$ cat src/rtl/i2c_read2_master.sv
// Purpose: I2C master that issues START, address+R, reads two bytes (ACK, then NACK), then STOP.
// Latency: 58*DIV_HALF clk from accepted start to done (22*DIV_HALF on address NACK).
// Backpressure: start is accepted only in IDLE; pulses while busy are dropped.
//
// Ports: clk/rst_n (async active-low); start + slave_addr request a read;
//        scl (push-pull), sda_oe (1 = pull SDA low), sda_in (line sample);
//        busy, done (1-clk pulse), addr_nack (sticky until next start), data1/data2.
module i2c_read2_master #(
    parameter int unsigned DIV_HALF = 4
) (
    input  logic       clk,
    input  logic       rst_n,
    input  logic       start,
    input  logic [6:0] slave_addr,
    output logic       scl,
    output logic       sda_oe,
    input  logic       sda_in,
    output logic       busy,
    output logic       done,
    output logic       addr_nack,
    output logic [7:0] data1,
    output logic [7:0] data2
);

    typedef enum logic [3:0] {
        IDLE, START, ADDR, ADDR_ACK, RD1, ACK1, RD2, NACK2, STOP, DONE
    } state_t;

    state_t     state, state_nxt;
    logic [7:0] half_cnt;
    logic [1:0] half_idx;   // bit states: 0 = SCL low half, 1 = high half; STOP: 0..2
    logic [2:0] bit_cnt;
    logic [6:0] addr_r;
    logic [7:0] rx_sr;

    logic       half_end;
    logic       bit_state;
    logic       bit_end;
    logic [7:0] addr_byte;

    assign half_end  = (half_cnt == 8'(DIV_HALF - 1));
    assign bit_state = (state == ADDR) || (state == ADDR_ACK) || (state == RD1) ||
                       (state == ACK1) || (state == RD2) || (state == NACK2);
    // Last clk of the high half: sda_in is sampled here and the bit advances.
    assign bit_end   = bit_state && half_end && (half_idx == 2'd1);
    assign addr_byte = {addr_r, 1'b1};

    always_ff @(posedge clk or negedge rst_n) begin
        if (!rst_n) state <= IDLE;
        else        state <= state_nxt;
    end

    // Bus outputs are decoded from registered state so a reset releases the bus at once.
    always_comb begin
        state_nxt = state;
        scl       = 1'b1;
        sda_oe    = 1'b0;
        case (state)
            IDLE:     if (start) state_nxt = START;
            START: begin
                sda_oe = 1'b1;
                if (half_end) state_nxt = ADDR;
            end
            ADDR: begin
                scl    = half_idx[0];
                sda_oe = ~addr_byte[bit_cnt];
                if (bit_end && bit_cnt == 3'd0) state_nxt = ADDR_ACK;
            end
            ADDR_ACK: begin
                scl = half_idx[0];
                if (bit_end) state_nxt = sda_in ? STOP : RD1;
            end
            RD1: begin
                scl = half_idx[0];
                if (bit_end && bit_cnt == 3'd0) state_nxt = ACK1;
            end
            ACK1: begin
                scl    = half_idx[0];
                sda_oe = 1'b1;
                if (bit_end) state_nxt = RD2;
            end
            RD2: begin
                scl = half_idx[0];
                if (bit_end && bit_cnt == 3'd0) state_nxt = NACK2;
            end
            NACK2: begin
                scl = half_idx[0];
                if (bit_end) state_nxt = STOP;
            end
            STOP: begin
                // SCL low/SDA low, SCL high/SDA low, then SDA released (STOP + bus-free)
                scl    = (half_idx != 2'd0);
                sda_oe = (half_idx != 2'd2);
                if (half_end && half_idx == 2'd2) state_nxt = DONE;
            end
            DONE:     state_nxt = IDLE;
            default:  state_nxt = IDLE;
        endcase
    end

    assign busy = (state != IDLE) && (state != DONE);
    assign done = (state == DONE);

    always_ff @(posedge clk or negedge rst_n) begin
        if (!rst_n) begin
            half_cnt  <= 8'd0;
            half_idx  <= 2'd0;
            bit_cnt   <= 3'd0;
            addr_r    <= 7'd0;
            rx_sr     <= 8'd0;
            addr_nack <= 1'b0;
            data1     <= 8'h00;
            data2     <= 8'h00;
        end else if (state == IDLE || state == DONE) begin
            half_cnt <= 8'd0;
            half_idx <= 2'd0;
            bit_cnt  <= 3'd0;
            if (state == IDLE && start) begin
                addr_r    <= slave_addr;
                addr_nack <= 1'b0;
            end
        end else begin
            half_cnt <= half_end ? 8'd0 : half_cnt + 8'd1;
            if (half_end) begin
                case (state)
                    START: begin
                        half_idx <= 2'd0;
                        bit_cnt  <= 3'd7;
                    end
                    STOP:    half_idx <= half_idx + 2'd1;
                    default: half_idx <= {1'b0, ~half_idx[0]};
                endcase
            end
            if (bit_end) begin
                // Byte states count 7..0; single-bit ACK states preload 7 for the next byte.
                if (state == ADDR || state == RD1 || state == RD2)
                    bit_cnt <= bit_cnt - 3'd1;
                else
                    bit_cnt <= 3'd7;
                if (state == ADDR_ACK && sda_in)
                    addr_nack <= 1'b1;
                if (state == RD1 || state == RD2)
                    rx_sr <= {rx_sr[6:0], sda_in};
                if (state == RD1 && bit_cnt == 3'd0)
                    data1 <= {rx_sr[6:0], sda_in};
                if (state == RD2 && bit_cnt == 3'd0)
                    data2 <= {rx_sr[6:0], sda_in};
            end
        end
    end

endmodule

$ cat config.mk
export PLATFORM = sky130hd
export DESIGN_NAME = i2c_read2_master
export DESIGN_NICKNAME = d
export VERILOG_FILES = /design/src/rtl/i2c_read2_master.sv
export SDC_FILE = /design/constraint.sdc
export NUM_CORES = 1
export LEC_CHECK = 0
export CAP_MARGIN = 20
export CORE_MARGIN = 2
export CORE_UTILIZATION = 58
export DETAILED_ROUTE_END_ITERATION = 7
export PLACE_DENSITY_LB_ADDON = 0.1
export RECOVER_POWER = 25
export SETUP_SLACK_MARGIN = 0.3
export SLEW_MARGIN = 5
export SYNTH_ARGS = -nofsm -noshare
export SYNTH_HDL_FRONTEND = slang
export SYNTH_SLANG_ARGS = --single-unit
$ cat constraint.sdc
create_clock -name clk -period 3.8 [get_ports clk]
set_input_delay 0.76 -clock clk [delete_from_list [all_inputs] [get_ports clk]]
set_output_delay 0.76 -clock clk [all_outputs]
set_load 0.01 [all_outputs]
Word-level counts from Yosys, hierarchy flattened
Cells that the tools add are included.
- eq/ne operators: 24
- bitwise gates (word level): 3
- muxes and demuxes: 29
- reduce and logical (&&, ||, !) cells: 36
- magnitude comparators: 1
- add/subtract/negate cells: 3
- operators with widths (cell ; number):
    $mux W4 ; 10
    $pmux W4 S9 ; 1
    $eq A4 B3 Y1 const B ; 4
    $mux W8 ; 2
    $ne A2 B2 Y1 const B ; 8
    $mux W3 ; 5
    $reduce_and A3 Y1 ; 4
    $logic_and A1 B1 Y1 ; 9
    $logic_or A1 B1 Y1 ; 9
    $reduce_and A9 Y1 ; 1
    $add A8 B1 Y8 const B ; 1
    $eq A4 B2 Y1 const B ; 2
    $eq A4 B4 Y1 const B ; 2
    $eq A8 B2 Y1 const B ; 1
    $reduce_bool A2 Y1 ; 4
    $ne A2 B1 Y1 const B ; 3
    $reduce_bool A3 Y1 ; 2
    $reduce_or A6 Y1 ; 1
    $mux W1 ; 5
    $eq A4 B1 Y1 const B ; 1
    $logic_not A4 Y1 ; 1
    $lt A3 B4 Y1 const B ; 1
    $mux W2 ; 2
    $ne A4 B4 Y1 const B ; 1
    other kinds (13) ; 16
- logic and storage cells: 105
- bits of input ports: 11
- register bits after elaboration: 48

Longest topological paths before layout
- word-level depth: 11
- gate-level depth with buffers: 7
- gate-level depth less buffers: 6

Least setup slack after synthesis
Ideal clock, no wire load.
- path type: reg-to-output
- start: register state[1]
- end: output port busy
- slack: 1745 ps
- required time: 3040 ps
- arrival time: 1295 ps
- path buffers: 1
- cell stages (with the launch flop): 5
- cell sequence: dfrtp_1 clkbuf_1 nor2_1 and3_1 inv_1
- longest elaborated chain between the ends: 2
- elaborated cells on any way between the ends: 3
- classes of those cells: 1 x eq/ne; 2 x reduce/logical
- ends and longest elaborated chain (element ; line ; source):
    from (decl) ; 29 ; state_t state, state_nxt;
    from (signal assigned) ; 50 ; else state <= state_nxt;
    $ne A4 B4 Y1 or $reduce_bool A4 Y1 (tied branches) ; 101 ; assign busy = (state != IDLE) && (state != DONE);
    $logic_and A1 B1 Y1 * ; 101 ;
    to (decl) ; 18 ; output logic busy,
Mark *: on every way between the ends. The rest lies on a longest branch, timed or not.

Worst setup path in the final report
Ends and elaborated chain as after synthesis.

==> flow_summary.html <==
<table>
<tr><th>Metric</th><th>Value</th></tr>
<tr><th colspan="2">Synth</th></tr>
<tr><td>Synth Net Count</td><td>210</td></tr>
<tr><td>Sequential area share after synthesis</td><td>0.518</td></tr>
<tr><td>Top FF cell, synth</td><td>sky130_fd_sc_hd__dfrtp_1</td></tr>
<tr><td>FFs w/ async S/R, synth</td><td>1.00</td></tr>
<tr><td>Adder-Cell Fraction of Synth Area</td><td>0.0324</td></tr>
<tr><td>Combinational family with the most area after synthesis</td><td>multiplexers</td></tr>
<tr><td>Simple-gate portion of the synthesized area</td><td>0.162</td></tr>
<tr><td>Post-synthesis share of cell area spent on xor and xnor gates</td><td>0.0265</td></tr>
<tr><td>Number of enable-type register cells in the synthesized netlist</td><td>0</td></tr>
<tr><td>Yosys warnings</td><td>0</td></tr>
<tr><td>Post-synthesis instance total</td><td>193</td></tr>
<tr><td>Mux cell area share after synthesis</td><td>0.168</td></tr>
<tr><td>Post-synthesis sequential element count</td><td>48</td></tr>
<tr><td>Post-Synthesis Cell Area</td><td>2320 sq um</td></tr>
<tr><td>Compound-Gate Fraction of Synth Area</td><td>0.0734</td></tr>
<tr><td>Number of unique standard cell types used by synthesis</td><td>43</td></tr>
<tr><td>Average instance area after synthesis</td><td>12.0 sq um</td></tr>
<tr><th colspan="2">Clocking</th></tr>
<tr><td>Number of gates resized after CTS</td><td>0</td></tr>
<tr><td>Number of buffers added to fix hold violations after cts</td><td>0</td></tr>
<tr><td>CTS H-tree lvls</td><td>2</td></tr>
<tr><td>Reg clk slew, reported paths</td><td>0.08 ns</td></tr>
<tr><td>Number of CTS-inserted buffers</td><td>5</td></tr>
<tr><td>CTS tree</td><td>done</td></tr>
<tr><td>Buffer type at the clock tree root</td><td>sky130_fd_sc_hd__clkbuf_8</td></tr>
<tr><td>Post-CTS repair timing setup buffer count</td><td>0</td></tr>
<tr><td>Clock latency on the worst-skew pair</td><td>0.30 ns</td></tr>
<tr><td>Number of sinks driven by the clock tree</td><td>48</td></tr>
<tr><td>Maximum buffer depth of the clock tree</td><td>2</td></tr>
<tr><th colspan="2">STA</th></tr>
<tr><td>RSZ-0062 raised after global routing</td><td>no</td></tr>
<tr><td>Final-report setup violation count</td><td>0</td></tr>
<tr><td>Final Hold Violating Endpoints</td><td>0</td></tr>
<tr><td>Slew Viols, Final</td><td>40</td></tr>
<tr><td>Post-route clock period utilization</td><td>0.788</td></tr>
<tr><td>Fin Hold WS</td><td>0.406 ns</td></tr>
<tr><td>Clk_skew</td><td>0.00865 ns</td></tr>
<tr><td>Max Clock Freq</td><td>334 MHz</td></tr>
<tr><td>Actual transition at the worst max-transition pin</td><td>1.99 ns</td></tr>
<tr><td>Post-layout minimum cycle time</td><td>2.99 ns</td></tr>
<tr><td>TNS Setup</td><td>0 ns</td></tr>
<tr><td>Max-Slew Margin vs Limit</td><td>-0.324</td></tr>
<tr><th colspan="2">Detailed routing</th></tr>
<tr><td>Antenna viol nets, final</td><td>0</td></tr>
<tr><td>Initial detailed-routing violation count</td><td>81</td></tr>
<tr><td>Routed via count</td><td>1,561</td></tr>
<tr><td>Aggregate routed wire length</td><td>4300 microns</td></tr>
<tr><td>DR pass1 iterations</td><td>4</td></tr>
<tr><td>Post-route DRC</td><td>0</td></tr>
<tr><td>Per-cell via count in the routed design</td><td>5.70</td></tr>
<tr><td>Mean routed wirelength per cell</td><td>15.7 microns</td></tr>
<tr><th colspan="2">Min path</th></tr>
<tr><td>Worst min path class</td><td>in -&gt; async</td></tr>
<tr><th colspan="2">Power and ir drop</th></tr>
<tr><td>Power dissipated by switching net loads</td><td>0.171 mW</td></tr>
<tr><td>Internal portion of total power</td><td>0.645 mW</td></tr>
<tr><td>Part of the power in the clock network</td><td>0.347</td></tr>
<tr><td>Static Leak</td><td>1.26 nW</td></tr>
<tr><td>VDD IR max</td><td>286 uV</td></tr>
<tr><td>Combinational group share of total power</td><td>0.026</td></tr>
<tr><td>Cell area power density</td><td>298 nW/um^2</td></tr>
<tr><td>Net switching share of the total power</td><td>0.210</td></tr>
<tr><td>Sequential cell fraction of total power</td><td>0.627</td></tr>
<tr><th colspan="2">GRT</th></tr>
<tr><td>Vias in the first global route</td><td>1,539</td></tr>
<tr><td>Global-route wire length before repair</td><td>7450 microns</td></tr>
<tr><td>Grt total ovfl</td><td>0</td></tr>
<tr><td>Pin count of the biggest net entering global routing</td><td>49</td></tr>
<tr><td>Global-route usage over all layers</td><td>0.223</td></tr>
<tr><td>Initial antenna violation count</td><td>0</td></tr>
<tr><th colspan="2">Critical path</th></tr>
<tr><td>Kind of end point of the critical path</td><td>primary output</td></tr>
<tr><td>Class of the most critical setup path</td><td>reg -&gt; out</td></tr>
<tr><td>Data arrival time of the critical path</td><td>2.23 ns</td></tr>
<tr><td>Startpoint types</td><td>flip-flop</td></tr>
<tr><td>Crit Reg-Reg Endpoint</td><td>data2[0]$_DFFE_PN0P_</td></tr>
<tr><td>CP startpoint</td><td>state[1]$_DFFE_PN0P_</td></tr>
<tr><td>Worst reg2reg setup slack</td><td>1.53 ns</td></tr>
<tr><td>Worst Path Max Fanout</td><td>12</td></tr>
<tr><td>Worst r2r path cells</td><td>5</td></tr>
<tr><td>Required arrival time at the worst endpoint</td><td>3.04 ns</td></tr>
<tr><td>Critical path capture point</td><td>busy</td></tr>
<tr><td>Origin of the critical flop-to-flop path</td><td>half_cnt[0]$_DFF_PN0_</td></tr>
<tr><th colspan="2">Die</th></tr>
<tr><td>Die height</td><td>67.2 microns</td></tr>
<tr><td>Initial core utilization</td><td>0.619</td></tr>
<tr><td>Chip Width</td><td>67.2 microns</td></tr>
<tr><td>Full die area</td><td>4520 sq um</td></tr>
<tr><td>Row cnt</td><td>22</td></tr>
<tr><td>Top Ports</td><td>32</td></tr>
<tr><td>Area of the core region</td><td>3740 sq um</td></tr>
<tr><th colspan="2">Final layout</th></tr>
<tr><td>Antenna cell count</td><td>0</td></tr>
<tr><td>Most frequent standard cell in the layout excluding fill and tap cells</td><td>sky130_fd_sc_hd__dfrtp_1</td></tr>
<tr><td>Finished layout cell area</td><td>2740 sq um</td></tr>
<tr><td>Commonest cells after routing, fill and taps aside</td><td>48 x sky130_fd_sc_hd__dfrtp_1, 30 x sky130_fd_sc_hd__mux2_2, 30 x sky130_fd_sc_hd__clkdlybuf4s50_1</td></tr>
<tr><td>Net total in the final layout</td><td>243</td></tr>
<tr><td>Relative area change from synthesis to final layout</td><td>18.3%</td></tr>
<tr><td>Layout cell share with drive strength beyond 1</td><td>0.212</td></tr>
<tr><th colspan="2">Outcome</th></tr>
<tr><td>Failing checks</td><td>capacitance limit, slew limit</td></tr>
<tr><td>Run status</td><td>finished with violations</td></tr>
<tr><th colspan="2">Place</th></tr>
<tr><td>HPWL Detailed</td><td>3130 microns</td></tr>
<tr><td>Placed instance area</td><td>2660 sq um</td></tr>
<tr><td>PortBufs</td><td>31</td></tr>
<tr><td>Routability Congestion</td><td>0.834</td></tr>
<tr><th colspan="2">Run</th></tr>
<tr><td>Maximum capacitance violations</td><td>1</td></tr>
</table>
==> worst min path at each step <==
stage | slack [ns] | startpoint | endpoint
2_1_floorplan | 0.46 | rst_n | addr_nack$_DFFE_PN0P_
3_3_place_gp | 0.48 | addr_nack$_DFFE_PN0P_ | addr_nack$_DFFE_PN0P_
3_5_place_dp | 0.49 | addr_nack$_DFFE_PN0P_ | addr_nack$_DFFE_PN0P_
4_1_cts | 0.51 | addr_r[5]$_DFFE_PN0P_ | addr_r[5]$_DFFE_PN0P_
5_1_grt | 0.44 | rst_n | addr_r[1]$_DFFE_PN0P_
6_report | 0.41 | rst_n | half_cnt[0]$_DFF_PN0_
==> through the flow <==
step / std cells / worst slack (ns) / utilization / power [mW]
2_1_floorplan: 193 / 1.74 / - / 0.523
3_3_place_gp: 266 / 1.22 / 0.710 / 0.542
3_5_place_dp: 266 / 1.14 / 0.710 / 0.543
4_1_cts: 273 / 0.795 / 0.732 / 0.828
5_1_grt: 274 / 0.617 / 0.732 / 0.851
6_report: 274 / 0.806 / 0.732 / 0.816
==> layout make-up <==
type / count / area [sq um]
sequential: 48 / 1200
multi-input combinational: 134 / 1070
fill: 285 / 1000
timing repair buffer: 32 / 308
clock buffer: 5 / 68.8
tap: 48 / 60.1
inverter: 5 / 18.8
clock inverter: 2 / 12.5
==> metal layers <==
metal	wire, microns	GRT usage	vias to the layer above
li1	-	-	759
met1	2040	0.330	759
met2	2010	0.339	39
met3	192	0.0500	4
met4	48	0.0536	0
met5	0	0	-
==> cell usage after synthesis (2+ instances only) <==
master	count	area (sq um)
sky130_fd_sc_hd__dfrtp_1	48	1200
sky130_fd_sc_hd__mux2_2	30	338
sky130_fd_sc_hd__nor2_1	20	75.1
sky130_fd_sc_hd__nand3_1	7	35.0
sky130_fd_sc_hd__a21oi_1	6	30.0
sky130_fd_sc_hd__ha_1	6	75.1
sky130_fd_sc_hd__nand2_1	6	22.5
sky130_fd_sc_hd__nor3_1	6	30.0
sky130_fd_sc_hd__o21ai_0	6	30.0
sky130_fd_sc_hd__and3_1	5	31.3
sky130_fd_sc_hd__inv_1	5	18.8
sky130_fd_sc_hd__xor2_1	5	43.8
sky130_fd_sc_hd__clkbuf_1	4	15.0
sky130_fd_sc_hd__mux2i_1	3	30.0
sky130_fd_sc_hd__nand2b_1	3	18.8
sky130_fd_sc_hd__a211oi_1	2	15.0
sky130_fd_sc_hd__nand3b_1	2	15.0
sky130_fd_sc_hd__o22ai_1	2	12.5
sky130_fd_sc_hd__or3b_2	2	17.5
sky130_fd_sc_hd__xnor2_1	2	17.5
==> cells by family after synthesis <==
family / count (synthesis)
multiplexers: 34
AO/OA/AOI/OAI: 25
AND/OR/NAND/NOR: 62
flip-flops: 48
buffers and inverters: 11
adder cells (fa/ha/maj): 6
XOR/XNOR: 7
==> power by group through the flow <==
stage          Combinational [mW]  Sequential, mW  Clock [mW]
6_report                   0.0210           0.511       0.283
5_1_grt                    0.0243           0.511       0.315
3_3_place_gp               0.0207           0.521           0
2_1_floorplan             0.00126           0.521           0
3_5_place_dp               0.0217           0.521           0
4_1_cts                    0.0217           0.511       0.295
==> sequential cells by signal (all words and copies together) (netlist names) <==
signal / count
addr_nack: 1
addr_r: 7
bit_cnt: 3
data1: 8
data2: 8
half_cnt: 8
half_idx: 2
rx_sr: 7
state: 4
==> worst max-delay path: stages (launching register included) <==
cell and delay [ns]:
sky130_fd_sc_hd__dfrtp_1 0.53, sky130_fd_sc_hd__nor2_1 0.51, sky130_fd_sc_hd__and3_1 0.32, sky130_fd_sc_hd__inv_1 0.10, sky130_fd_sc_hd__clkdlybuf4s50_1 0.48
No activity file was read; power rests on OpenSTA's default activity.
==> variant (same flow settings) <==
Re-encode `state_t` (10 states) as one-hot, 10 bits wide.
--- a/src/rtl/i2c_read2_master.sv
+++ b/src/rtl/i2c_read2_master.sv
@@ -22,8 +22,8 @@
     output logic [7:0] data2
 );
 
-    typedef enum logic [3:0] {
-        IDLE, START, ADDR, ADDR_ACK, RD1, ACK1, RD2, NACK2, STOP, DONE
+    typedef enum logic [9:0] {
+        IDLE = 10'b0000000001, START = 10'b0000000010, ADDR = 10'b0000000100, ADDR_ACK = 10'b0000001000, RD1 = 10'b0000010000, ACK1 = 10'b0000100000, RD2 = 10'b0001000000, NACK2 = 10'b0010000000, STOP = 10'b0100000000, DONE = 10'b1000000000
     } state_t;
 
     state_t     state, state_nxt;
Formal check against the unedited RTL: no difference found for any inputs over 10 cycles, from zero or initial values and one cycle with rst_n low; not proved beyond that.
==> variant against the unedited design <==
Final area is 13% higher; global-route usage is 0.57 points higher; routed wire length rose by 26%; area after synthesis increased by 13%; sequential cell count is 6 higher; the flow still finishes with violations (capacitance limit, slew limit); worst setup slack got worse by 0.35 ns.
Power is not compared: it rests on default switching activity, and its combinational part moved more than twofold at a synthesized area within 25%.
==> variant: results (changes against the unedited design) <==
outcome: "finished with violations"
violations: "capacitance limit, slew limit"
fin_nets: 278  # +14%
first_global_vias: 1849  # +20%
skew_ns: 0.00592  # -0.00273 ns
post_drt_wl_per_cell_um: 17.3  # +10%
fillers: 329  # +15%
max_stage_delay_ns: 0.56  # +0.03 ns
synth_area_leaders: "dfrtp_1, mux2_2, ha_1, nor2_1, nand2_1"
dp.cells: 306  # +15%
r2r-start: "half_cnt[0]$_DFF_PN0_"
ys_async_sr_fraction_pct: 100  # unchanged
leakage_nw: 1.42
reg2reg_slack_ns: 1.01  # -0.52 ns
cts_buffer_depth: 2  # unchanged
final_max_slew_viol_count: 32  # -20%
synth_ff_type: "dfrtp_1"
n_antenna_cell: 0  # unchanged
rr_worst_depth: 7  # +2
grt_pass1_wl_um: 9150  # +23%
syn_nets: 243  # +16%
timing.rr.end: "state[6]$_DFFE_PN0P_"
clock_latency_ns: 0.30  # about the same
min_to: "half_cnt[0]$_DFF_PN0_"
syn_inst: 226  # +17%
synth_cell_types: 46  # +7.0%
cts-root-buf: "clkbuf_8"
worstSetupStartpoint: "state[2]$_DFFE_PN0P_"
min_from: "half_cnt[0]$_DFF_PN0_"
post_cts_buffers: 0  # unchanged
largest_reg_flops: 10
routed_wl_um: 5430  # +26%
clk_pin_slew_ns: 0.09
cap_violations: 1  # unchanged
cts_htree_levels: 2  # unchanged
yosysSeqAreaShare_pct: 51.6  # -0.26 points
grtUsageTotal_pct: 22.9  # +0.57 points
hold_depth: 1
gp_congestion: 1.00  # +20%
numCtsBuffers: 5  # unchanged
max-slew-margin-rel_pct: -3.43  # +29 points
io_buffers: 31  # unchanged
synth_common_cells: "dfrtp_1, mux2_2, nor2_1"
fin_hold_ws_ns: 0.499  # +0.0930 ns
vias: 1880  # +20%
hpwlAfterDp_um: 4000  # +28%
grt_max_degree: 32  # -35%
grt_antenna_before_repair: 0  # unchanged
regMostFlops: "state"
hold_class: "reg -> reg"
crit_arrival_ns: 2.58  # +0.35 ns
ir_worst_vdd_uv: 314
critical_path.max_fanout: 8  # -4
layout-drive-gt1-share_pct: 19.5  # -1.8 points
ys_warn_count: 0  # unchanged
cpMaxStageDelayCell: "clkdlybuf4s50_1"
first_pass_iters: 4  # unchanged
place_ws_ns: 0.596  # -0.541 ns
cp_top_family: "simple AND/OR/NAND/NOR gates"
dr.first_iter.drc_count: 190  # +130%
==> variant: area by class of cell <==
type                       count  share of cell area, %
clock buffer                   6                   2.34
timing repair buffer          33                   10.2
inverter                       7                  0.846
sequential                    54                   43.6
tap                           52                   2.10
multi-input combinational    160                   39.8
clock inverter                 2                   1.21
==> variant: worst reg2reg max path, delay by kind of cell (launching register included) <==
kind / cells / cell delay (ns)
muxes: 1 / 0.33
AOI/OAI and AO/OA: 3 / 0.80
DFF: 1 / 0.41
and+or+nand+nor: 2 / 0.91
adders and majority gates: 1 / 0.23
==> variant: repair_timing <==
action                                  in CTS  in global routing
gates resized for setup                      1                  2
cloned                                       0                  0
endpoints found under the setup margin       1                  2
==> variant: layer usage <==
layer  up-vias  routed length [um]  global-route usage (%)
li1        890                   -                       -
met1       916                2430                    33.0
met2        63                2570                    35.8
met5         -                   0                       0
met3        11                 356                    4.78
met4         0                  68                    6.29
==> variant: kinds of logic (layout without fill, tap and decap cells) <==
logic type | count (synthesis) | in the layout | share of synthesized area, %
xor+xnor | 8 | 8 | 2.67
buf+inv | 12 | 48 | 1.72
simple gates | 83 | 83 | 18.1
flops | 54 | 54 | 51.6
fa+ha+maj | 6 | 6 | 2.86
compound gates | 29 | 29 | 8.02
mux | 34 | 34 | 15.1
==> variant: power breakdown <==
part	internal [mW]	total (mW)	switching [mW]
sequential	0.657	0.726	0.0693
clock	0.197	0.378	0.181
combinational	0.209	0.454	0.245
total	1.06	1.56	0.496
==> variant: worst max path at each step <==
stage | end | slack, ns | depth (start not counted)
final | scl | 0.46 | 7
after CTS | scl | 0.43 | 7
after global routing | scl | 0.25 | 7
after global placement | scl | 0.66 | 7
after floorplan | busy | 1.12 | 7
after detailed placement | scl | 0.60 | 7
==> variant: stage by stage <==
stage                     cell area, um2  utilization [%]
after floorplan                     2620                -
after global placement              2990             68.6
after detailed placement            2990             68.6
after CTS                           3100             71.2
after global routing                3100             71.3
final                               3100             71.3
